### src/rtl/delay_pipe_ctrl.sv
// Flow-control sequencer for a fixed-latency, non-stallable datapath.
// Credits reserve a return-FIFO slot for every beat launched.
module delay_pipe_ctrl #(
  parameter int WIDTH      = 8,
  parameter int LATENCY    = 4,
  parameter int FIFO_DEPTH = LATENCY + 2
) (
  input  logic             clk,
  input  logic             rst_n,
  input  logic             in_valid,
  output logic             in_ready,
  input  logic [WIDTH-1:0] in_data,
  output logic [WIDTH-1:0] dp_din,
  input  logic [WIDTH-1:0] dp_dout,
  output logic             out_valid,
  input  logic             out_ready,
  output logic [WIDTH-1:0] out_data,
  output logic             busy,
  output logic             ovf_err
);

  localparam int PW = (FIFO_DEPTH > 1) ? $clog2(FIFO_DEPTH) : 1;
  localparam int CW = $clog2(FIFO_DEPTH + LATENCY + 1);

  logic [LATENCY-1:0] r_vld;
  logic [WIDTH-1:0]   r_mem [FIFO_DEPTH];
  logic [PW-1:0]      r_wr_ptr;
  logic [PW-1:0]      r_rd_ptr;
  logic [CW-1:0]      r_cnt;
  logic [WIDTH-1:0]   r_dp_din;
  logic               r_ovf;

  logic          w_fire_in;
  logic          w_fire_out;
  logic          w_wr;
  logic          w_full;
  logic          w_push;
  logic [CW-1:0] w_inflight;
  logic [CW-1:0] w_occ;

  function automatic logic [PW-1:0] f_inc(input logic [PW-1:0] p);
    if (p == PW'(FIFO_DEPTH - 1)) f_inc = '0;
    else                          f_inc = p + PW'(1);
  endfunction

  always_comb begin
    w_inflight = '0;
    for (int i = 0; i < LATENCY; i++) begin
      w_inflight = w_inflight + CW'(r_vld[i]);
    end
  end

  // in_ready uses only registered state, so no path from out_ready
  assign w_occ      = w_inflight + r_cnt;
  assign in_ready   = rst_n & (w_occ < CW'(FIFO_DEPTH));
  assign w_fire_in  = in_valid & in_ready;
  assign out_valid  = (r_cnt != '0);
  assign w_fire_out = out_valid & out_ready;
  assign w_wr       = r_vld[LATENCY-1];
  assign w_full     = (r_cnt == CW'(FIFO_DEPTH));
  assign w_push     = w_wr & (~w_full | w_fire_out);

  assign dp_din   = r_dp_din;
  assign out_data = r_mem[r_rd_ptr];
  assign busy     = (w_occ != '0);
  assign ovf_err  = r_ovf;

  generate
    if (LATENCY == 1) begin : g_vld1
      always_ff @(posedge clk or negedge rst_n) begin
        if (!rst_n) r_vld <= '0;
        else        r_vld <= w_fire_in;
      end
    end else begin : g_vldn
      always_ff @(posedge clk or negedge rst_n) begin
        if (!rst_n) r_vld <= '0;
        else        r_vld <= {r_vld[LATENCY-2:0], w_fire_in};
      end
    end
  endgenerate

  always_ff @(posedge clk or negedge rst_n) begin
    if (!rst_n) begin
      r_dp_din <= '0;
      r_ovf    <= 1'b0;
    end else begin
      r_dp_din <= w_fire_in ? in_data : '0;
      if (w_wr && w_full && !w_fire_out) r_ovf <= 1'b1;
    end
  end

  always_ff @(posedge clk or negedge rst_n) begin
    if (!rst_n) begin
      for (int i = 0; i < FIFO_DEPTH; i++) r_mem[i] <= '0;
      r_wr_ptr <= '0;
      r_rd_ptr <= '0;
      r_cnt    <= '0;
    end else begin
      if (w_push) begin
        r_mem[r_wr_ptr] <= dp_dout;
        r_wr_ptr        <= f_inc(r_wr_ptr);
      end
      if (w_fire_out) r_rd_ptr <= f_inc(r_rd_ptr);
      unique case ({w_push, w_fire_out})
        2'b10:   r_cnt <= r_cnt + CW'(1);
        2'b01:   r_cnt <= r_cnt - CW'(1);
        default: r_cnt <= r_cnt;
      endcase
    end
  end

endmodule

### config.mk
export PLATFORM = sky130hd
export DESIGN_NAME = delay_pipe_ctrl
export DESIGN_NICKNAME = d
export VERILOG_FILES = /design/src/rtl/delay_pipe_ctrl.sv
export SDC_FILE = /design/constraint.sdc
export NUM_CORES = 1
export LEC_CHECK = 0
export BUFFER_PORTS_ARGS = -buffer_cell sky130_fd_sc_hd__buf_2
export CORE_MARGIN = 2
export CORE_UTILIZATION = 54
export CTS_CLUSTER_DIAMETER = 40
export DETAILED_ROUTE_END_ITERATION = 16
export GPL_ROUTABILITY_DRIVEN = 0
export PLACE_DENSITY = 0.76
export SLEW_MARGIN = 20
export SYNTH_ARGS = -nofsm -noshare
export SYNTH_HDL_FRONTEND = slang
export SYNTH_SLANG_ARGS = --single-unit
export TNS_END_PERCENT = 30
### constraint.sdc
create_clock -name clk -period 3 [get_ports clk]
set_input_delay 0.3 -clock clk [delete_from_list [all_inputs] [get_ports clk]]
set_output_delay 0.3 -clock clk [all_outputs]
set_load 0.02 [all_outputs]
Yosys cells after proc, flatten, opt, wreduce, memory -nomap -nowiden. Index checks and enable logic that the tools add are counted.

Bitwise logic cells: 8. Multiplexer cells: 10. Reduce and logical (&&, ||, !) cells: 7. Add/sub/neg operators: 8. Order comparisons: 4. Equal/unequal tests: 5.

Operator list (number): bitwise mux 48 bit (1); two-way mux 8 bit (4); binary-select mux 8 bit (select 3 bit) (1); demux 8 bit (select 3 bit) (1); greater-or-equal comparator 4 bit (second input constant) (2); NOT 3 -> 4 bit (2); one-hot mux 4 bit (2 select lines) (1); nonzero test 4 bit (2); adder 3 x 1 -> 3 bit (second input constant) (2); equality test 3 bit (second input constant) (2); two-way mux 3 bit (2); adder 3 x 1 -> 4 bit (1); adder 4 x 1 -> 4 bit (second input constant) (1); adder 4 bit (1); AND 1 bit (4); equality test 4 x 3 -> 1 bit (second input constant) (1); < comparator 4 x 1 -> 1 bit (second input constant) (1); < comparator 4 x 3 -> 1 bit (second input constant) (1); subtractor 4 x 1 -> 4 bit (second input constant) (1); adder 2 x 1 -> 3 bit (1); logical AND 1 bit (3); adder 1 x 1 -> 2 bit (1); equality test 2 x 1 -> 1 bit (second input constant) (1); equality test 2 bit (second input constant) (1); other kinds (4) (4).

Register bits: 71. Input bits: 20. Output and inout port bits: 20.

Logic depth before layout (Yosys ltp).
Depth after elaboration: 8. Gate-level depth with buffers: 10. Depth with buffers taken out: 9.

Worst setup path before layout. OpenSTA, ideal clock, no wires.

Path kind: reg2out. From: register r_vld[0]. To: output port busy. Data required time: 2.700 ns. Cell stages (with the launch flop): 7. Data arrival time: 2.437 ns. Path slack: 0.263 ns. Path through: dfrtp_1 > fa_1 > inv_1 > fa_1 > inv_1 > fa_1 > or4_1.

Word-level cells in the longest chain between the ends: 5.

RTL lines: start: declaration (line 25) `logic [LATENCY-1:0] r_vld;`; start signal: assignment (line 77) `else r_vld <= {r_vld[LATENCY-2:0], w_fire_in};`; adder 1 x 1 -> 2 bit (line 49) `w_inflight = w_inflight + CW'(r_vld[i]);`; adder 2 x 1 -> 3 bit (line 49); adder 3 x 1 -> 4 bit (line 49); adder 4 bit (line 54) `assign w_occ = w_inflight + r_cnt;`; nonzero test 4 bit (line 65) `assign busy = (w_occ != '0);`; end: declaration (line 18) `output logic busy,`.

Every way passes these cells.

Final worst setup path. Same ends and word-level chain as after synthesis.

==> run summary <==
The number of pins exceeding their max-slew limit in the final report is 0, and the count of TritonRoute iterations in the first routing pass is 4. The run gives 10500 um as the wire length of the first global-routing pass. In this run the number of H-tree levels came out at 3.

In the final layout, flip-flops and latches occupy 1780 um^2. Post-synthesis net count: 270. The critical path is of the reg2out type. Layout overhead on the synthesized area: 16.9%. In this run the worst path has a maximum fanout of 2.

In the final routed layout, each cell accounts on average for 17.1 um. The most common cell in the synthesized netlist is dfrtp_1. The number of global-route vias before repair is 2081, and the floorplan row count is 28.

For the number of fill cells, the log shows 453. Clock latency on the worst-skew pair, taken at its later pin, is 340 ps. After detailed routing, the total wire length is 6330 um. In this run the static leakage power is 1.88 nW. The cell count of the worst reg-to-reg path was 9; the post-placement cell area was 3620 um^2. Total track usage: 0.213. The area of the mapped netlist is 3340 um^2, and the hold violation total from the final report is 0.

TritonCTS built the clock tree. The maximum number of pins on one net before global-route repair is 36, and the total clock buffers created by CTS is 9. For the setup slack after placement, the log shows 131 ps. The tightest min-delay check is of the in2reg type. The logs give 40 for the top-level I/O count and 0 for the remaining antenna violation count after routing. The cell sitting at the root of the clock tree is a clkbuf_8.

Power spread over the standard cell area amounts to 1140 nW/um^2. By count the netlist is led by dfrtp_1 (71), mux2_2 (51), inv_1 (15). The post-synthesis async set-or-reset flop share is 1.00.

Setup repair after global routing could not meet its margin everywhere. The tools report the DRC marker count from the first detailed-route iteration as 127. The sequential area share after synthesis was 0.532; the area of the core was 5960 um^2.

For the initial antenna violation count, the log shows 0. Final worst hold slack: 179 ps. The signal on the critical path passes through fa_1 > inv_2 > fa_2 > inv_2 > fa_1 > or4_4 > buf_6. Among all stages on the critical path, the largest delay is contributed by fa_1. The critical path crosses 7 cells after its start point. Max-cap violations in this run came to 0. The tools report the critical path capture point type as a primary output.

The run finished, with violations left. In this run, synthesis inferred 0 flip-flops with an integrated enable. For the worst setup path, the data required time is 2700 ps.

Yosys mapped the design onto 36 distinct sky130hd cell types. In this design, the largest share of critical-path delay is due to adder cells. The final worst-path setup slack is -144 ps.

The proportion of layout cells with a drive suffix above 1 came out at 0.463. Each instance of the synthesized netlist takes up on average 13.8 um^2. The tightest slew margin relative to the limit was 0.488; the via total after detailed routing was 2064. The number of remaining DRC errors was 0. The largest stage delay on the critical path came out at 560 ps.

The top-area cell type share of the netlist area is 0.532, and the remaining global-route overflow is 0. The clock passes through at most 2 buffers. The maximum clock frequency was 0.318 GHz; the actual transition at the worst max-transition pin was 765 ps. The cell area after layout came out at 3910 um^2. For this run, the leading register cell type out of synthesis is dfrtp_1.

The critical path buffer and inverter count was 3; the endpoint arrival time on the critical path was 2840 ps. For the final setup TNS, the log shows -144 ps. The tools report the element type at the critical path start as a register. From left edge to right edge, the die measures 82.7 um. After synthesis, the cell types taking the most area are dfrtp_1 (53%), mux2_2 (17%), mux4_2 (5.4%). The logs give 0 for the antenna diode count and 0.000502 V for the worst IR drop on VDD. The floorplan step defined a die boundary enclosing 6830 um^2.

After technology mapping, the gate count stands at 242. The final reports fail on negative setup slack. The tools report the total clock sinks as 71. The number of flip-flops and latches in the synthesized netlist was 71; the via density per instance was 5.56. The run gives 4290 um as the half-perimeter wire length after detailed placement. The logs give 1470 um^2 for the area of the multi-input gates and 15.8 ps for the worst clock skew on the final layout. The vertical die dimension is 82.7 um, and the count of endpoints failing setup in the final report is 1. The yosys synthesis warning count was 0; the clock-pin slew reported for the worst setup and hold paths after clock tree synthesis was 70 ps.

For the initial core utilization, the log shows 0.561. Biggest area consumer among synthesized cells: dfrtp_1. The period utilization was 1.05.

The net count of the finished layout is 319, and the post-route minimum period is 3140 ps. The worst hold path passes through 3 cells. The number of input and output port buffers inserted is 39.
final timing paths:
check,start,end,slack [ps]
worst max-delay path,r_vld[0]$_DFF_PN0_,busy,-140
worst min-delay path,in_data[6],dp_din[6]$_DFF_PN0_,180
worst max register to register,r_cnt[1]$_DFFE_PN0P_,r_cnt[3]$_DFFE_PN0P_,380
worst min register to register,r_vld[2]$_DFF_PN0_,r_vld[3]$_DFF_PN0_,400
max in group asynchronous,rst_n,r_vld[3]$_DFF_PN0_,1890
min in group asynchronous,rst_n,dp_din[4]$_DFF_PN0_,390
logic make-up after synthesis:
kind of cell / after synthesis / synth area share
compound gates: 16 / 0.0307
buf+inv: 24 / 0.0307
fa+ha+maj: 8 / 0.0390
mux: 66 / 0.247
simple gates: 50 / 0.103
flops: 71 / 0.532
xor+xnor: 7 / 0.0184
cell type report:
type / instances / share of cell area
inverter: 15 / 0.0144
tap: 75 / 0.0240
clock inverter: 5 / 0.0266
clock buffer: 11 / 0.0362
multi-input combinational: 147 / 0.376
sequential: 71 / 0.455
timing repair buffer: 47 / 0.0676
metal layers:
layer,global-route usage,wire length (um)
met3,0.0457,195
met1,0.295,2890
met5,0,0
met4,0.0738,57
met2,0.333,3200
where the power goes:
part,switching (W),total [W],internal [W]
Combinational,0.000858,0.00180,0.000946
Sequential,0.000358,0.00172,0.00137
Clock,0.000356,0.000933,0.000577
registers in the layout, summed over array words and instances (netlist names):
signal	flops
r_mem	48
ovf_err	1
r_cnt	4
r_vld	4
r_rd_ptr	3
dp_din	8
r_wr_ptr	3
worst reg2reg max path: stages, from the launching register on:
cell and delay (ps):
dfrtp_1 520, nand2_2 120, or4_1 590, nand2_1 190
ha_1 210, ha_1 280, a21oi_1 190, a21oi_1 90
nor3_1 210, xor2_1 150
through the flow:
stage	total power, W	std cells	util
after floorplan	0.00300	242	-
after global placement	0.00341	352	0.608
after detailed placement	0.00350	352	0.608
after CTS	0.00449	371	0.656
after global routing	0.00477	371	0.656
final	0.00446	371	0.656
timing repair:
action,4_1_cts,5_1_grt
setup endpoints to repair,1,2
pin swaps,1,0
gates resized for setup,6,1
buffers inserted,2,0
hold buffers,1,0
hold endpoints to repair,8,0
layout by cell type (no fill, tap or decap), types with 4 or more instances in the layout:
master and instances:
nor2_1 13, nand2_1 9, mux2_2 51, mux4_2 8, inv_1 13, o22ai_1 7
clkbuf_8 10, xor2_1 4, nand3_1 11, buf_4 7, buf_2 38, ha_1 4
mux2i_1 7, dfrtp_1 70
Note: power is estimated with default switching activity, not from simulation.
